$ cat config.mk
export PLATFORM = sky130hd
export DESIGN_NAME = pc_gen
export DESIGN_NICKNAME = d
export VERILOG_FILES = /design/src/rtl/pc_gen_pkg.sv /design/src/rtl/pc_gen_mux8.sv /design/src/rtl/pc_gen.sv
export SDC_FILE = /design/constraint.sdc
export NUM_CORES = 1
export LEC_CHECK = 0
export ABC_AREA = 1
export ABC_CLOCK_PERIOD_IN_PS = 4000
export BUFFER_PORTS_ARGS = -buffer_cell sky130_fd_sc_hd__buf_2
export CAP_MARGIN = 30
export CORE_MARGIN = 5
export CORE_UTILIZATION = 35
export CTS_BUF_LIST = sky130_fd_sc_hd__clkbuf_4 sky130_fd_sc_hd__clkbuf_8 sky130_fd_sc_hd__clkbuf_16
export CTS_CLUSTER_DIAMETER = 150
export DETAILED_ROUTE_END_ITERATION = 8
export PLACE_DENSITY = 0.58
export SLEW_MARGIN = 10
export SYNTH_ARGS = -nofsm -noshare
export SYNTH_HDL_FRONTEND = slang
export SYNTH_SLANG_ARGS = --single-unit
$ cat constraint.sdc
create_clock -name clk -period 4 [get_ports clk]
set_input_delay 0.4 -clock clk [delete_from_list [all_inputs] [get_ports clk]]
set_output_delay 0.4 -clock clk [all_outputs]
set_load 0.02 [all_outputs]
$ cat src/rtl/pc_gen_pkg.sv
// Shared encodings for the next-PC generator.
// Used by pc_gen and by trace/hazard logic.
package pc_gen_pkg;

  typedef enum logic [2:0] {
    PC_SEL_SEQ  = 3'd0,
    PC_SEL_HOLD = 3'd1,
    PC_SEL_BR   = 3'd2,
    PC_SEL_JAL  = 3'd3,
    PC_SEL_JALR = 3'd4,
    PC_SEL_TRAP = 3'd5,
    PC_SEL_MRET = 3'd6,
    PC_SEL_RST  = 3'd7
  } pc_sel_e;

  typedef enum logic [1:0] {
    S_BOOT = 2'd0,
    S_RUN  = 2'd1,
    S_WFI  = 2'd2
  } pc_state_e;

  // Selects 2..6 replace the fetch stream.
  function automatic logic is_redirect(
    input pc_sel_e s
  );
    return (s >= PC_SEL_BR) && (s <= PC_SEL_MRET);
  endfunction

endpackage

$ cat src/rtl/pc_gen_mux8.sv
// Eight-way one-hot-free select mux.
// Feeds the next-PC register in pc_gen.
module mux8 #(
  parameter int DATA_WIDTH = 32
) (
  input  logic [2:0]                 sel_i,
  input  logic [7:0][DATA_WIDTH-1:0] d_i,
  output logic [DATA_WIDTH-1:0]      q_o
);

  // Plain indexed select.
  always_comb begin
    q_o = d_i[sel_i];
  end

endmodule

$ cat src/rtl/pc_gen.sv
// Next-PC generator and fetch-request source.
// Holds the fetch PC, arbitrates redirects, parks on WFI.
module pc_gen
  import pc_gen_pkg::*;
#(
  parameter int              XLEN         = 64,
  parameter logic [XLEN-1:0] RESET_VECTOR = 64'h0000_0000_8000_0000
) (
  input  logic            clk,
  input  logic            rst_n,
  input  logic            stall_i,
  input  logic            br_taken_i,
  input  logic [XLEN-1:0] br_target_i,
  input  logic            jal_i,
  input  logic [XLEN-1:0] jal_target_i,
  input  logic            jalr_i,
  input  logic [XLEN-1:0] jalr_target_i,
  input  logic            trap_i,
  input  logic [XLEN-1:0] trap_vec_i,
  input  logic            mret_i,
  input  logic [XLEN-1:0] mepc_i,
  input  logic            wfi_i,
  input  logic            wake_i,
  output logic            if_req_valid_o,
  input  logic            if_req_ready_i,
  output logic [XLEN-1:0] if_req_addr_o,
  output logic [2:0]      pc_sel_o,
  output logic            flush_o,
  output logic            misalign_o,
  output logic [XLEN-1:0] misalign_addr_o
);

  pc_state_e       state_q, state_d;
  pc_sel_e         sel;
  logic [XLEN-1:0] pc_q, pc_d;
  logic            misalign_q, misalign_d;
  logic [XLEN-1:0] mis_addr_q, mis_addr_d;

  logic            accept;
  logic            jump_any;
  logic            jump_misal;
  logic [XLEN-1:0] jalr_tgt;
  logic [XLEN-1:0] trap_tgt;
  logic [XLEN-1:0] mret_tgt;
  logic [XLEN-1:0] jump_tgt;
  logic [7:0][XLEN-1:0] mux_in;

  assign jalr_tgt = {jalr_target_i[XLEN-1:1], 1'b0};
  assign trap_tgt = {trap_vec_i[XLEN-1:2], 2'b00};
  assign mret_tgt = {mepc_i[XLEN-1:2], 2'b00};

  assign if_req_valid_o = rst_n
                        & (state_q == S_RUN)
                        & ~stall_i;
  assign accept = if_req_valid_o & if_req_ready_i;

  // Highest-priority jump target, checked for alignment.
  always_comb begin
    jump_tgt = br_target_i;
    if (jalr_i)     jump_tgt = jalr_tgt;
    else if (jal_i) jump_tgt = jal_target_i;
  end

  assign jump_any   = jalr_i | jal_i | br_taken_i;
  assign jump_misal = jump_any & (|jump_tgt[1:0]);

  // Priority encoder plus FSM next state and misalign capture.
  always_comb begin
    sel        = PC_SEL_HOLD;
    state_d    = state_q;
    misalign_d = 1'b0;
    mis_addr_d = mis_addr_q;
    if (!rst_n) begin
      sel = PC_SEL_RST;
    end else begin
      unique case (state_q)
        S_BOOT: begin
          sel     = PC_SEL_RST;
          state_d = S_RUN;
        end
        S_RUN: begin
          if (trap_i) begin
            sel = PC_SEL_TRAP;
          end else if (mret_i) begin
            sel = PC_SEL_MRET;
          end else if (jump_misal) begin
            misalign_d = 1'b1;
            mis_addr_d = jump_tgt;
          end else if (jalr_i) begin
            sel = PC_SEL_JALR;
          end else if (jal_i) begin
            sel = PC_SEL_JAL;
          end else if (br_taken_i) begin
            sel = PC_SEL_BR;
          end else if (wfi_i) begin
            state_d = S_WFI;
          end else if (accept) begin
            sel = PC_SEL_SEQ;
          end
        end
        S_WFI: begin
          if (trap_i) begin
            sel     = PC_SEL_TRAP;
            state_d = S_RUN;
          end else if (wake_i) begin
            state_d = S_RUN;
          end
        end
        default: begin
          sel     = PC_SEL_RST;
          state_d = S_BOOT;
        end
      endcase
    end
  end

  assign mux_in[PC_SEL_SEQ]  = pc_q + XLEN'(4);
  assign mux_in[PC_SEL_HOLD] = pc_q;
  assign mux_in[PC_SEL_BR]   = br_target_i;
  assign mux_in[PC_SEL_JAL]  = jal_target_i;
  assign mux_in[PC_SEL_JALR] = jalr_tgt;
  assign mux_in[PC_SEL_TRAP] = trap_tgt;
  assign mux_in[PC_SEL_MRET] = mret_tgt;
  assign mux_in[PC_SEL_RST]  = RESET_VECTOR;

  mux8 #(.DATA_WIDTH(XLEN)) u_next_pc_mux (
    .sel_i (sel),
    .d_i   (mux_in),
    .q_o   (pc_d)
  );

  // State, PC and misalign registers with sync reset.
  always_ff @(posedge clk) begin
    if (!rst_n) begin
      state_q    <= S_BOOT;
      pc_q       <= RESET_VECTOR;
      misalign_q <= 1'b0;
      mis_addr_q <= '0;
    end else begin
      state_q    <= state_d;
      pc_q       <= pc_d;
      misalign_q <= misalign_d;
      mis_addr_q <= mis_addr_d;
    end
  end

  assign if_req_addr_o   = pc_q;
  assign pc_sel_o        = sel;
  assign flush_o         = is_redirect(sel);
  assign misalign_o      = misalign_q;
  assign misalign_addr_o = mis_addr_q;

endmodule

# After elaboration in Yosys (flattened, before gate mapping)
# Cells that the tools add are included.
# Widths: inputs -> output; s select.
[op_classes]
mux = 26
n_addsub = 1
reduce_logical = 6
order_cmp = 3
n_eq_ne = 10
n_bitwise = 11
[ops]
columns = ["operator", "count"]
rows = [
  ["$bmux 64 s3", 1],
  ["$mux 64", 3],
  ["$add 64x3->64 const B", 1],
  ["$mux 2", 11],
  ["$mux 3", 6],
  ["$ne 2x2->1 const B", 7],
  ["$reduce_and 8->1", 1],
  ["$pmux 2 s3", 1],
  ["$pmux 3 s2", 1],
  ["$not 1->1", 5],
  ["$and 1x1->1", 4],
  ["$lt 3x4->1 const B", 1],
  ["$reduce_and 4->1", 1],
  ["$reduce_or 4->1", 1],
  ["$ge 3x2->1 const B", 1],
  ["$le 3x3->1 const B", 1],
  ["$mux 1", 3],
  ["$ne 3x3->1 const B", 1],
  ["$eq 2x1->1 const B", 1],
  ["$eq 2x2->1 const B", 1],
  ["$logic_not 2->1", 1],
  ["$or 1x1->1", 2],
  ["$reduce_or 2->1", 1],
  ["$logic_and 1x1->1", 1],
]
[word_totals]
in_bits = 331
ff_bits = 131

# Depth between registers and ports, before layout
# Gate-level depths: netlist of run 1.
[logic_depth]
depth_word = 16
mapped_depth = 20
mapped_depth_nobuf = 18

# Cells and area by module
# Synthesis of run 1 repeated with hierarchy kept, for this count alone.
[unflattened]
cells_unflattened = 2882
area_unflattened_um2 = 14799.2
[by_module_without_submodules]
columns = ["mod", "cells_per_inst", "area_per_inst_um2", "instances", "seq_area_each_um2"]
rows = [
  ["pc_gen", 1181, 7820.0, 1, 2622.5],
  ["mux8", 1701, 6979.2, 1, 0.0],
]

# Worst setup path before layout of run 1
# No wires, ideal clock.
[synth_timing]
path_type = "register to output"
from = "reg state_q[1]"
to = "out flush_o"
required_time_ps = 3600
stages_incl_launch_ff = 16
path_slack_ps = 1279
arrival_ps = 2321
cell_sequence = "dfxtp_1 > inv_1 > ha_1 > nand2_1 > nor2_1 > nand2_1 > nand2_1 > nand2_1 > nand2_1 > nand2_1 > nand2_1 > nand2_1 > nand2_2 > nand2_4 > clkbuf_1 > a21oi_1"
[synth_between]
elab_chain_len = 16
[synth_rtl]
columns = ["element", "line", "source"]
rows = [
  ["start, declared", "pc_gen.sv:33", "pc_state_e state_q, state_d;"],
  ["start signal, assigned", "pc_gen.sv:140", "state_q <= state_d;"],
  ["$eq 2x1->1 (*)", "pc_gen.sv:53", "& (state_q == S_RUN)"],
  ["$and 1x1->1 (*)", "pc_gen.sv:53", ""],
  ["$and 1x1->1 (*)", "pc_gen.sv:54", "& ~stall_i;"],
  ["net if_req_valid_o", "pc_gen.sv:24", "output logic if_req_valid_o,"],
  ["$and 1x1->1 (*)", "pc_gen.sv:55", "assign accept = if_req_valid_o & if_req_ready_i;"],
  ["$mux 1 (*)", "pc_gen.sv:97", "end else if (accept) begin"],
  ["$mux 1 (*)", "pc_gen.sv:95", "end else if (wfi_i) begin"],
  ["$mux 2 (*)", "pc_gen.sv:93", "end else if (br_taken_i) begin"],
  ["[2 not listed]", "--", ""],
  ["$mux 3 (*)", "pc_gen.sv:86", "end else if (jump_misal) begin"],
  ["$mux 3 (*)", "pc_gen.sv:84", "end else if (mret_i) begin"],
  ["$mux 3 (*)", "pc_gen.sv:82", "if (trap_i) begin"],
  ["$pmux 3 s2 (*)", "pc_gen.sv:76", "unique case (state_q)"],
  ["$mux 3 (*)", "pc_gen.sv:73", "if (!rst_n) begin"],
  ["net pc_sel_o[0]", "pc_gen.sv:27", "output logic [2:0] pc_sel_o,"],
  ["$ge 3x2->1 / $le 3x3->1 (equally long branches)", "pc_gen_pkg.sv:26", "return (s >= PC_SEL_BR) && (s <= PC_SEL_MRET);"],
  ["$logic_and 1x1->1 (*)", "pc_gen_pkg.sv:26", ""],
  ["end, declared", "pc_gen.sv:28", "output logic flush_o,"],
]
# Mark *: on every way through the listed nets, which the timed path passes. The rest lies on a longest branch.

# Final worst setup path of run 1
[layout_timing]
from = "reg state_q[1]"
to = "out flush_o"
[layout_between]
elab_chain_len = 16
[layout_rtl]
columns = ["element", "line", "source"]
rows = [
  ["$eq 2x1->1", "pc_gen.sv:53, pc_gen.sv:76", ""],
  ["$and 1x1->1", "pc_gen.sv:53", ""],
  ["$and 1x1->1", "pc_gen.sv:54", ""],
  ["$and 1x1->1", "pc_gen.sv:55", ""],
  ["$mux 1", "pc_gen.sv:97", ""],
  ["$mux 1", "pc_gen.sv:95", ""],
  ["$mux 2", "pc_gen.sv:93", ""],
  ["$mux 2", "pc_gen.sv:91", "end else if (jal_i) begin"],
  ["$mux 3", "pc_gen.sv:89", "end else if (jalr_i) begin"],
  ["$mux 3", "pc_gen.sv:86", ""],
  ["$mux 3", "pc_gen.sv:84", ""],
  ["$mux 3", "pc_gen.sv:82", ""],
  ["$pmux 3 s2 (*)", "pc_gen.sv:76", ""],
  ["$mux 3 (*)", "pc_gen.sv:73", ""],
  ["$ge 3x2->1 / $le 3x3->1 (equally long branches)", "pc_gen_pkg.sv:26", ""],
  ["$logic_and 1x1->1 (*)", "pc_gen_pkg.sv:26", ""],
]
# Every way passes the cells marked *; elsewhere a longest branch is shown, timed or not.

==> results.txt, run 1 <==
----------------------------------------------------
[Yosys]
  Post-Synthesis Mean Instance Area ... 5.24 um^2
  Gate count of the mapped netlist ... 2345
  Number of distinct library cells after synthesis ... 30
  Commonest register cell after synthesis ... sky130_fd_sc_hd__dfxtp_1
  Share of async-settable or async-resettable flops after synthesis ... 0%
  EDFF count, synth ... 0
  Post-synthesis sequential area ratio ... 21.4%
  Area share of the largest cell type after synthesis ... 25.3%
  Mapped Area ... 12300 um^2
  Biggest area contributors in the synthesized netlist ... sky130_fd_sc_hd__nand2_1 25%, sky130_fd_sc_hd__dfxtp_1 21%, sky130_fd_sc_hd__nand3_1 14%
  Yosys warning count ... 0
  Nets in the synthesized netlist ... 2681
  Top cell type by total area after synthesis ... sky130_fd_sc_hd__nand2_1
  Seq cells post-synth ... 131

[Power and ir drop]
  Highest ir drop seen on vdd ... 0.690 mV
  Gate power share ... 55.5%
  Pwr/cell area ... 572 nW/um^2
  Power share of the clock group ... 20.0%
  Switch share ... 51.4%
  Portion of total power attributed to sequential cells ... 24.5%
  Internal Power ... 4.28 mW
  Static leakage ... 8.66 nW
  Net Switching ... 4.53 mW

[Clock network]
  Insertion delay to the later sink of the worst-skew pair ... 0.44 ns
  Clock tree root buffer cell ... sky130_fd_sc_hd__clkbuf_16
  Maximum count of clock buffers along a single path ... 2
  Number of post-CTS setup repair buffers ... 0
  CTS H-tree lvls ... 4
  Hold bufs inserted after CTS ... 0
  Count of cells resized by post-cts repair ... 0
  TritonCTS buffer count ... 17
  CTS tree ... built
  Clock sink count ... 131
  Clock slew seen by the registers of the worst setup and hold paths ... 0.07 ns

[Drt]
  Number of optimization iterations in the first detailed-route pass ... 5
  Mean number of vias per cell ... 5.01
  WL per Instance ... 17.2 um
  Vias post-DR ... 15838
  Starting DRT DRC Count ... 973
  Post-DRT Antenna Nets ... 0
  Post-route DRC ... 0
  Overall routed net length ... 54.3 mm

[GRT]
  Most Crowded Layer GR ... met2
  Via count of the first global-routing pass ... 15105
  GR met3 Demand/Resource ... 5.51%
  Number of antenna violations at the first check in global routing ... 3
  Met2 Usage GRT ... 45.0%
  Pin count of the biggest net entering global routing ... 188
  First-pass GRT wire length ... 83.6 mm
  Remaining global-route overflow ... 0
  Global-route met1 utilization ... 35.1%
  GRT Resource Usage Total ... 26.7%

[Placed design]
  Detailed Place HPWL ... 40.6 mm
  Port Buf Inserts ... 459
  Area of placed instances ... 14800 um^2
  RePlAce Congestion ... 0.954

[STA]
  Final setup vio count ... 0
  Final number of max-transition violations ... 0
  Number of hold violations in the final report ... 0
  Minimum clock period after layout ... 3.26 ns
  Setup repair after global routing missed its margin ... false
  Total Negative Setup Slacks ... 0 ns
  Rel. slew slack ... 29.1%
  Transition time at the pin with the least slew margin ... 1.06 ns
  Final worst-path cycle share ... 81.4%
  Maximum clock rate ... 307 MHz
  Setup clock skew after layout ... 0.0133 ns

[Finish]
  Post-route core utilization ... 44.5%
  Filler cell count ... 3991
  Area occupied by multi-input gates ... 7680 um^2
  Area overhead of the layout relative to synthesis ... 25.6%
  Flip-flop and latch area ... 2620 um^2
  Most common cell after layout, fill and taps aside ... sky130_fd_sc_hd__nand2_1
  Commonest cells after routing, fill and taps aside ... 829 x sky130_fd_sc_hd__nand2_1, 457 x sky130_fd_sc_hd__buf_2, 363 x sky130_fd_sc_hd__inv_1
  Cell area after layout ... 15400 um^2
  Nets@finish ... 3031
  Fraction of final layout cells sized beyond drive strength 1 ... 19.3%

[Critical path]
  Worst Reg2Reg Path Length in Cells ... 19
  Critical Setup Path Class ... reg -> out
  Critical Path End Type ... output port
  Largest fanout on the critical path ... 38
  WP data required ... 3.60 ns
  Data arrival time of the critical path ... 2.86 ns
  CP Launch Type ... flop

[Floorplan]
  Horizontal extent of the die ... 197 um
  Number of rows created at floorplan ... 68
  Area of the placeable core ... 34600 um^2
  Starting density of the core ... 35.5%
  Die H ... 197 um
  Die area ... 38900 um^2
  I/O pin cnt ... 465

[Status]
  Run status ... complete, no violations

[Job]
  Count of max-cap constraint violations ... 0

[Hold path]
  Tightest Hold Check Type ... in -> reg
  Worst hold path depth ... 3

----------------------------------------------------
## area by class of cell
| class | instances | area share (%) |
|---|---|---|
| antenna | 1 | 0.0162 |
| clock buffer | 25 | 3.43 |
| clock inverter | 7 | 0.763 |
| inverter | 367 | 8.94 |
| multi-input combinational | 1699 | 49.8 |
| sequential | 131 | 17.0 |
| tap | 455 | 3.69 |
| timing repair buffer | 479 | 16.3 |
## worst max-delay path, cell delays in order, from the launching register on
cell                      delay (ns)
sky130_fd_sc_hd__dfxtp_1        0.32
sky130_fd_sc_hd__inv_1          0.12
sky130_fd_sc_hd__ha_1           0.38
sky130_fd_sc_hd__nand2_1        0.14
sky130_fd_sc_hd__nor2_1         0.16
sky130_fd_sc_hd__nand2_1        0.07
sky130_fd_sc_hd__nand2_1        0.05
sky130_fd_sc_hd__nand2_1        0.04
sky130_fd_sc_hd__nand2_1        0.06
sky130_fd_sc_hd__nand2_1        0.05
sky130_fd_sc_hd__nand2_1        0.07
sky130_fd_sc_hd__nand2_1        0.13
sky130_fd_sc_hd__nand2_8        0.10
sky130_fd_sc_hd__nand2_4        0.27
sky130_fd_sc_hd__a21oi_1        0.25
sky130_fd_sc_hd__buf_2          0.20
## routing by layer
| layer | vias to the layer above | routed length [um] |
|---|---|---|
| li1 | 8082 | - |
| met1 | 7138 | 24200 |
| met2 | 556 | 25400 |
| met3 | 58 | 3850 |
| met4 | 4 | 860 |
| met5 | - | 26 |
## cells by family after synthesis
| kind of cell | share of synthesized area [%] |
|---|---|
| buf+inv | 16.3 |
| xor+xnor | 2.50 |
| flops | 21.4 |
| simple gates | 47.9 |
| compound gates | 11.4 |
| fa+ha+maj | 0.510 |
## power by group through the flow
stage | clock [mW] | combinational (mW) | sequential, mW
after floorplan | 0 | 3.07 | 2.37
after global placement | 0 | 4.87 | 2.18
after detailed placement | 0 | 4.92 | 2.18
after CTS | 1.80 | 4.94 | 2.16
after global routing | 1.86 | 5.50 | 2.22
final | 1.77 | 4.89 | 2.16
## synthesized netlist by cell type, drive strengths merged (7+ instances only)
master / count
nand4: 86
inv: 367
clkbuf: 78
nor2: 120
nand3: 333
xnor2: 22
dfxtp: 131
buf: 70
nor3: 7
nand2: 831
o21ai: 204
xor2: 13
a21oi: 67
## final timing paths
check             slack (ns)        startpoint                  to
setup / recovery        0.74        state_q[1]             flush_o
hold / removal          0.26  jalr_target_i[1]  misalign_addr_o[1]
setup reg to reg        0.82        state_q[1]                flop
hold reg to reg         0.47              flop                flop
## metrics by stage
step | total power, mW | setup slack [ns] | instances | hold WS, ns
after global routing | 9.57 | 0.496 | 3163 | 0.268
after global placement | 7.05 | 1.01 | 3131 | 0.439
after detailed placement | 7.10 | 0.918 | 3131 | 0.459
final | 8.82 | 0.742 | 3164 | 0.257
after CTS | 8.90 | 0.727 | 3163 | 0.230
after floorplan | 5.44 | 1.28 | 2345 | 0.497
Power figures use the tool's default switching activity.
==> run 2, diff against run 1 <==
--- a/config.mk
+++ b/config.mk
@@ -6,7 +6,7 @@
 export NUM_CORES = 1
 export LEC_CHECK = 0
 export ABC_AREA = 1
-export ABC_CLOCK_PERIOD_IN_PS = 4000
+export ABC_CLOCK_PERIOD_IN_PS = 3300
 export BUFFER_PORTS_ARGS = -buffer_cell sky130_fd_sc_hd__buf_2
 export CAP_MARGIN = 30
 export CORE_MARGIN = 5
==> constraint.sdc (replaced) <==
create_clock -name clk -period 3.3 [get_ports clk]
set_input_delay 0.33 -clock clk [delete_from_list [all_inputs] [get_ports clk]]
set_output_delay 0.33 -clock clk [all_outputs]
set_load 0.02 [all_outputs]
==> results.txt, run 2 (synthesis gave the netlist of run 1 again) <==
----------------------------------------------------
[Status]
  Run status ... complete, no violations

[STA]
  Rel. slew slack ... 24.9%
  Total Negative Setup Slacks ... 0 ns
  Setup repair after global routing missed its margin ... false
  Final worst-path cycle share ... 93.2%
  Setup clock skew after layout ... 0.0159 ns
  Final number of max-transition violations ... 0
  Final setup vio count ... 0
  Minimum clock period after layout ... 3.07 ns
  Transition time at the pin with the least slew margin ... 1.13 ns
  Maximum clock rate ... 325 MHz
  Number of hold violations in the final report ... 0

[GRT]
  Number of antenna violations at the first check in global routing ... 2
  First-pass GRT wire length ... 85.5 mm
  GRT Resource Usage Total ... 27.2%
  Pin count of the biggest net entering global routing ... 188
  Remaining global-route overflow ... 0
  Via count of the first global-routing pass ... 15230

[Finish]
  Fraction of final layout cells sized beyond drive strength 1 ... 19.4%
  Most common cell after layout, fill and taps aside ... sky130_fd_sc_hd__nand2_1
  Nets@finish ... 3034
  Commonest cells after routing, fill and taps aside ... 829 x sky130_fd_sc_hd__nand2_1, 457 x sky130_fd_sc_hd__buf_2, 363 x sky130_fd_sc_hd__inv_1
  Filler cell count ... 3950
  Area overhead of the layout relative to synthesis ... 25.9%

[Drt]
  Uppermost layer routed ... met5
  Number of optimization iterations in the first detailed-route pass ... 5
  Overall routed net length ... 55.5 mm
  Met1 Wirelength ... 24.5 mm
  Vias post-DR ... 16032
  Post-DRT Antenna Nets ... 0
  Met2 Routed Length ... 25.8 mm
  Mean number of vias per cell ... 5.06
  Starting DRT DRC Count ... 1141
  WL per Instance ... 17.5 um
  Post-route DRC ... 0
  Length of routed met3 wiring ... 3.88 mm

[Clock network]
  Clock tree root buffer cell ... sky130_fd_sc_hd__clkbuf_16
  Insertion delay to the later sink of the worst-skew pair ... 0.44 ns
  CTS tree ... built
  CTS H-tree lvls ... 4
  Clock sink count ... 131
  Clock slew seen by the registers of the worst setup and hold paths ... 0.07 ns
  TritonCTS buffer count ... 17
  Maximum count of clock buffers along a single path ... 2

[Critical path]
  Critical Setup Path Class ... reg -> out
  Total buffers and inverters traversed by the critical path ... 4
  Cell with the largest stage delay on the worst path ... sky130_fd_sc_hd__buf_4
  CP Launch Type ... flop
  Critical path's top delay family ... buffers and inverters
  Series of cell instances along the critical path ... inv_1 > ha_1 > buf_4 > nand2_1 > nand4_1 > buf_4 > nor2_1 > a21oi_1 > buf_2
  Critical path's most frequent cell ... sky130_fd_sc_hd__buf_4
  Data arrival time of the critical path ... 2.74 ns
  Peak per-stage delay on the critical path ... 0.77 ns
  Critical Path End Type ... output port
  WP data required ... 2.97 ns
  Largest fanout on the critical path ... 65

[Power and ir drop]
  Power, Total ... 10.8 mW
  Gate power share ... 56.6%
  Power share of the clock group ... 19.3%
  Internal Power ... 5.14 mW
  Highest ir drop seen on vdd ... 0.824 mV
  Portion of total power attributed to sequential cells ... 24.1%
  Switch share ... 52.5%
  Static leakage ... 8.68 nW
  Net Switching ... 5.69 mW
  Pwr/cell area ... 701 nW/um^2

[Floorplan]
  Die H ... 197 um
  Area of the placeable core ... 34600 um^2
  I/O pin cnt ... 465
  Number of rows created at floorplan ... 68
  Starting density of the core ... 35.5%
  Horizontal extent of the die ... 197 um
  Die area ... 38900 um^2

[Placed design]
  Detailed Place HPWL ... 40.3 mm
  Port Buf Inserts ... 459
  RePlAce Congestion ... 0.958

[Job]
  Count of max-cap constraint violations ... 0

[Hold path]
  Tightest Hold Check Type ... in -> reg

----------------------------------------------------
## run 2: cell count changes in the layout (fill, tap and decap cells not counted)
| cell | delta |
|---|---|
| sky130_fd_sc_hd__buf_6 | +1 |
| sky130_fd_sc_hd__buf_16 | +2 |
| sky130_fd_sc_hd__clkbuf_4 | +1 |
| sky130_fd_sc_hd__inv_6 | +1 |
| sky130_fd_sc_hd__clkbuf_8 | -5 |
| sky130_fd_sc_hd__clkinv_4 | +3 |
## run 2: tightest hold or removal path, cell delays in order
cell	delay [ns]
sky130_fd_sc_hd__buf_2	0.08
sky130_fd_sc_hd__nand2_1	0.05
sky130_fd_sc_hd__nand3_1	0.07
sky130_fd_sc_hd__nand2_1	0.04
sky130_fd_sc_hd__nand2_1	0.04
## run 2: per-layer routing
| layer | vias to the layer above | global-route usage [%] |
|---|---|---|
| li1 | 8088 | - |
| met4 | 2 | 7.86 |
| met2 | 579 | 45.6 |
| met5 | - | 0 |
| met1 | 7284 | 35.9 |
| met3 | 79 | 4.91 |
## run 2: what timing repair did
item / 4_1_cts / 5_1_grt
gates resized for setup: 0 / 1
buffers inserted: 0 / 0
hold buffers: 0 / 0
endpoints found under the setup margin: 0 / 10
## run 2: metrics by stage
step	worst slack (ns)	area [um^2]	hold WS (ns)	instances	util [%]
2_1_floorplan	0.649	12300	0.488	2345	-
3_3_place_gp	0.247	14800	0.441	3132	42.7
3_5_place_dp	0.258	14800	0.468	3133	42.8
4_1_cts	0.0533	15400	0.183	3165	44.5
5_1_grt	0.0391	15500	0.221	3166	44.6
6_report	0.226	15500	0.204	3167	44.6
## run 2: layout make-up
class | instances | area (um^2) | share of cell area, %
sequential | 131 | 2620 | 17.0
tap | 455 | 569 | 3.68
timing repair buffer | 482 | 2580 | 16.7
antenna | 1 | 2.50 | 0.0162
clock inverter | 11 | 153 | 0.987
inverter | 367 | 1380 | 8.92
clock buffer | 21 | 468 | 3.03
multi-input combinational | 1699 | 7680 | 49.7
## run 2: final timing paths
kind                    from  endpoint  slack, ns  depth (start not counted)
setup / recovery  state_q[1]   flush_o       0.23                          9
hold / removal     mepc_i[5]      flop       0.20                          5
setup reg to reg  state_q[1]      flop       0.36                         18
hold reg to reg         flop      flop       0.49                          2
## run 2: power groups by stage
stage / combinational (mW) / clock (mW) / sequential, mW
floorplan: 3.72 / 0 / 2.87
global placement: 6.05 / 0 / 2.63
CTS: 6.13 / 2.14 / 2.61
detailed placement: 6.11 / 0 / 2.64
global route: 6.83 / 2.21 / 2.67
finish: 6.13 / 2.10 / 2.61
==> run 3, diff against run 2 <==
--- a/config.mk
+++ b/config.mk
@@ -6,7 +6,7 @@
 export NUM_CORES = 1
 export LEC_CHECK = 0
 export ABC_AREA = 1
-export ABC_CLOCK_PERIOD_IN_PS = 3300
+export ABC_CLOCK_PERIOD_IN_PS = 3800
 export BUFFER_PORTS_ARGS = -buffer_cell sky130_fd_sc_hd__buf_2
 export CAP_MARGIN = 30
 export CORE_MARGIN = 5
@@ -14,7 +14,7 @@
 export CTS_BUF_LIST = sky130_fd_sc_hd__clkbuf_4 sky130_fd_sc_hd__clkbuf_8 sky130_fd_sc_hd__clkbuf_16
 export CTS_CLUSTER_DIAMETER = 150
 export DETAILED_ROUTE_END_ITERATION = 8
-export PLACE_DENSITY = 0.58
+export PLACE_DENSITY = 0.68
 export SLEW_MARGIN = 10
 export SYNTH_ARGS = -nofsm -noshare
 export SYNTH_HDL_FRONTEND = slang
==> constraint.sdc (replaced) <==
create_clock -name clk -period 3.8 [get_ports clk]
set_input_delay 0.38 -clock clk [delete_from_list [all_inputs] [get_ports clk]]
set_output_delay 0.38 -clock clk [all_outputs]
set_load 0.02 [all_outputs]
==> results.txt, run 3 (synthesis gave the netlist of run 1 again) <==
----------------------------------------------------
[STA]
  Setup repair after global routing missed its margin ... false
  Rel. slew slack ... 37.3%
  Number of hold violations in the final report ... 0
  Total Negative Setup Slacks ... 0 ns
  Minimum clock period after layout ... 3.49 ns
  Final worst-path cycle share ... 91.8%
  Maximum clock rate ... 287 MHz
  Final number of max-transition violations ... 0
  Setup clock skew after layout ... 0.0198 ns
  Transition time at the pin with the least slew margin ... 0.940 ns
  Fin worst setup slack ... 0.313 ns
  Final setup vio count ... 0

[Placed design]
  Port Buf Inserts ... 459
  Detailed Place HPWL ... 40.4 mm
  Worst slack, placed ... 0.538 ns
  RePlAce Congestion ... 0.931

[Finish]
  Area overhead of the layout relative to synthesis ... 26.0%
  Commonest cells after routing, fill and taps aside ... 829 x sky130_fd_sc_hd__nand2_1, 457 x sky130_fd_sc_hd__buf_2, 363 x sky130_fd_sc_hd__inv_1
  Most common cell after layout, fill and taps aside ... sky130_fd_sc_hd__nand2_1
  Flip-flop and latch area ... 2620 um^2
  Area occupied by multi-input gates ... 7680 um^2
  Nets@finish ... 3032
  Filler cell count ... 3887
  Fraction of final layout cells sized beyond drive strength 1 ... 19.3%

[Floorplan]
  Horizontal extent of the die ... 197 um
  Die H ... 197 um
  I/O pin cnt ... 465
  Number of rows created at floorplan ... 68
  Starting density of the core ... 35.5%
  Die area ... 38900 um^2
  Area of the placeable core ... 34600 um^2

[Job]
  Count of max-cap constraint violations ... 0

[Clock network]
  Clock tree root buffer cell ... sky130_fd_sc_hd__clkbuf_16
  Clock slew seen by the registers of the worst setup and hold paths ... 0.06 ns
  Count of cells resized by post-cts repair ... 0
  Insertion delay to the later sink of the worst-skew pair ... 0.45 ns
  CTS tree ... built
  CTS H-tree lvls ... 4
  TritonCTS buffer count ... 17
  Maximum count of clock buffers along a single path ... 2
  Clock sink count ... 131
  Hold bufs inserted after CTS ... 0
  Number of post-CTS setup repair buffers ... 0

[Critical path]
  Critical path's top delay family ... simple AND/OR/NAND/NOR gates
  WP data required ... 3.42 ns
  Critical Path End Type ... output port
  Cell with the largest stage delay on the worst path ... sky130_fd_sc_hd__ha_1
  Critical path's most frequent cell ... sky130_fd_sc_hd__nand2_1
  Critical Setup Path Class ... reg -> out
  Total buffers and inverters traversed by the critical path ... 3
  CP Launch Type ... flop
  Largest fanout on the critical path ... 38
  Peak per-stage delay on the critical path ... 0.39 ns
  Series of cell instances along the critical path ... inv_1 > ha_1 > nand2_1 > nor2_1 > nand2_1 > nand2_1 > nand2_1 > nand2_1 > nand2_1 > nand2_1 > nand2_1 > nand2_8 > nand2_4 > buf_4 > a21oi_1 > buf_2
  Data arrival time of the critical path ... 3.11 ns

[Drt]
  Vias post-DR ... 16003
  Post-DRT Antenna Nets ... 0
  Overall routed net length ... 53.4 mm
  Starting DRT DRC Count ... 993
  WL per Instance ... 16.9 um
  Number of optimization iterations in the first detailed-route pass ... 5
  Mean number of vias per cell ... 5.06
  Post-route DRC ... 0

[GRT]
  GRT Resource Usage Total ... 26.3%
  Remaining global-route overflow ... 0
  Pin count of the biggest net entering global routing ... 188
  Number of antenna violations at the first check in global routing ... 5
  Via count of the first global-routing pass ... 15083
  First-pass GRT wire length ... 82.3 mm

[Power and ir drop]
  Gate power share ... 54.4%
  Switch share ... 50.7%
  Pwr/cell area ... 613 nW/um^2
  Portion of total power attributed to sequential cells ... 24.1%
  Power share of the clock group ... 21.5%
  Internal Power ... 4.67 mW
  Static leakage ... 8.69 nW
  Net Switching ... 4.81 mW
  Highest ir drop seen on vdd ... 0.604 mV

[Hold path]
  Tightest Hold Check Type ... in -> reg

[Status]
  Run status ... complete, no violations

----------------------------------------------------
-- run 3: changes by cell type in the layout (fill, tap and decap cells not counted) --
cell,previous run,this run
sky130_fd_sc_hd__clkbuf_4,2,0
sky130_fd_sc_hd__clkinv_4,3,4
sky130_fd_sc_hd__buf_12,5,4
sky130_fd_sc_hd__diode_2,1,2
sky130_fd_sc_hd__buf_16,2,0
sky130_fd_sc_hd__bufinv_16,3,7
sky130_fd_sc_hd__inv_6,1,0
sky130_fd_sc_hd__clkinv_2,2,1
sky130_fd_sc_hd__buf_6,1,0
sky130_fd_sc_hd__clkinvlp_4,3,1
sky130_fd_sc_hd__buf_4,17,19
-- run 3: area by class of cell --
| class | instances | area share (%) |
|---|---|---|
| diodes | 2 | 0.0323 |
| clock buffers | 19 | 2.93 |
| clock inverters | 12 | 1.63 |
| inverters | 367 | 8.91 |
| multi-input cells | 1699 | 49.7 |
| flip-flops and latches | 131 | 16.9 |
| well taps | 455 | 3.68 |
| repair buffers | 480 | 16.2 |
-- run 3: power by group through the flow --
stage / Combinational, mW / Clock (mW) / Sequential [mW]
finish: 5.17 / 2.04 / 2.28
CTS: 5.18 / 2.09 / 2.28
global placement: 5.11 / 0 / 2.31
detailed placement: 5.16 / 0 / 2.31
floorplan: 3.23 / 0 / 2.49
global route: 5.81 / 2.15 / 2.34
-- run 3: worst paths after layout --
path	end	depth (start not counted)	slack, ns	start
max reg2reg	flop	18	0.55	state_q[1]
min	misalign_o	3	0.23	rst_n
max	flush_o	16	0.31	state_q[1]
min reg2reg	flop	2	0.47	flop
-- run 3: per-layer routing --
metal | track usage (%) | part of all wire, % | up-vias
met1 | 34.8 | 43 | 7190
li1 | - | - | 8087
met5 | 0 | 0.052 | -
met3 | 6.11 | 8.2 | 84
met2 | 42.7 | 45 | 636
met4 | 7.96 | 2.9 | 6
-- run 3: tightest hold or removal path, delay by kind of cell --
kind          cells  cell delay (ns)
simple gates      2             0.13
buf+inv           1             0.11
-- run 3: per-stage QoR --
step                      util, %  total power [mW]  hold slack, ns  area (um^2)  instances
after floorplan                 -              5.73           0.497        12300       2345
after global placement       42.6              7.42           0.449        14800       3132
after detailed placement     42.6              7.46           0.460        14800       3132
after CTS                    44.7              9.55           0.200        15500       3163
after global routing         44.7              10.3           0.208        15500       3164
final                        44.7              9.49           0.228        15500       3165
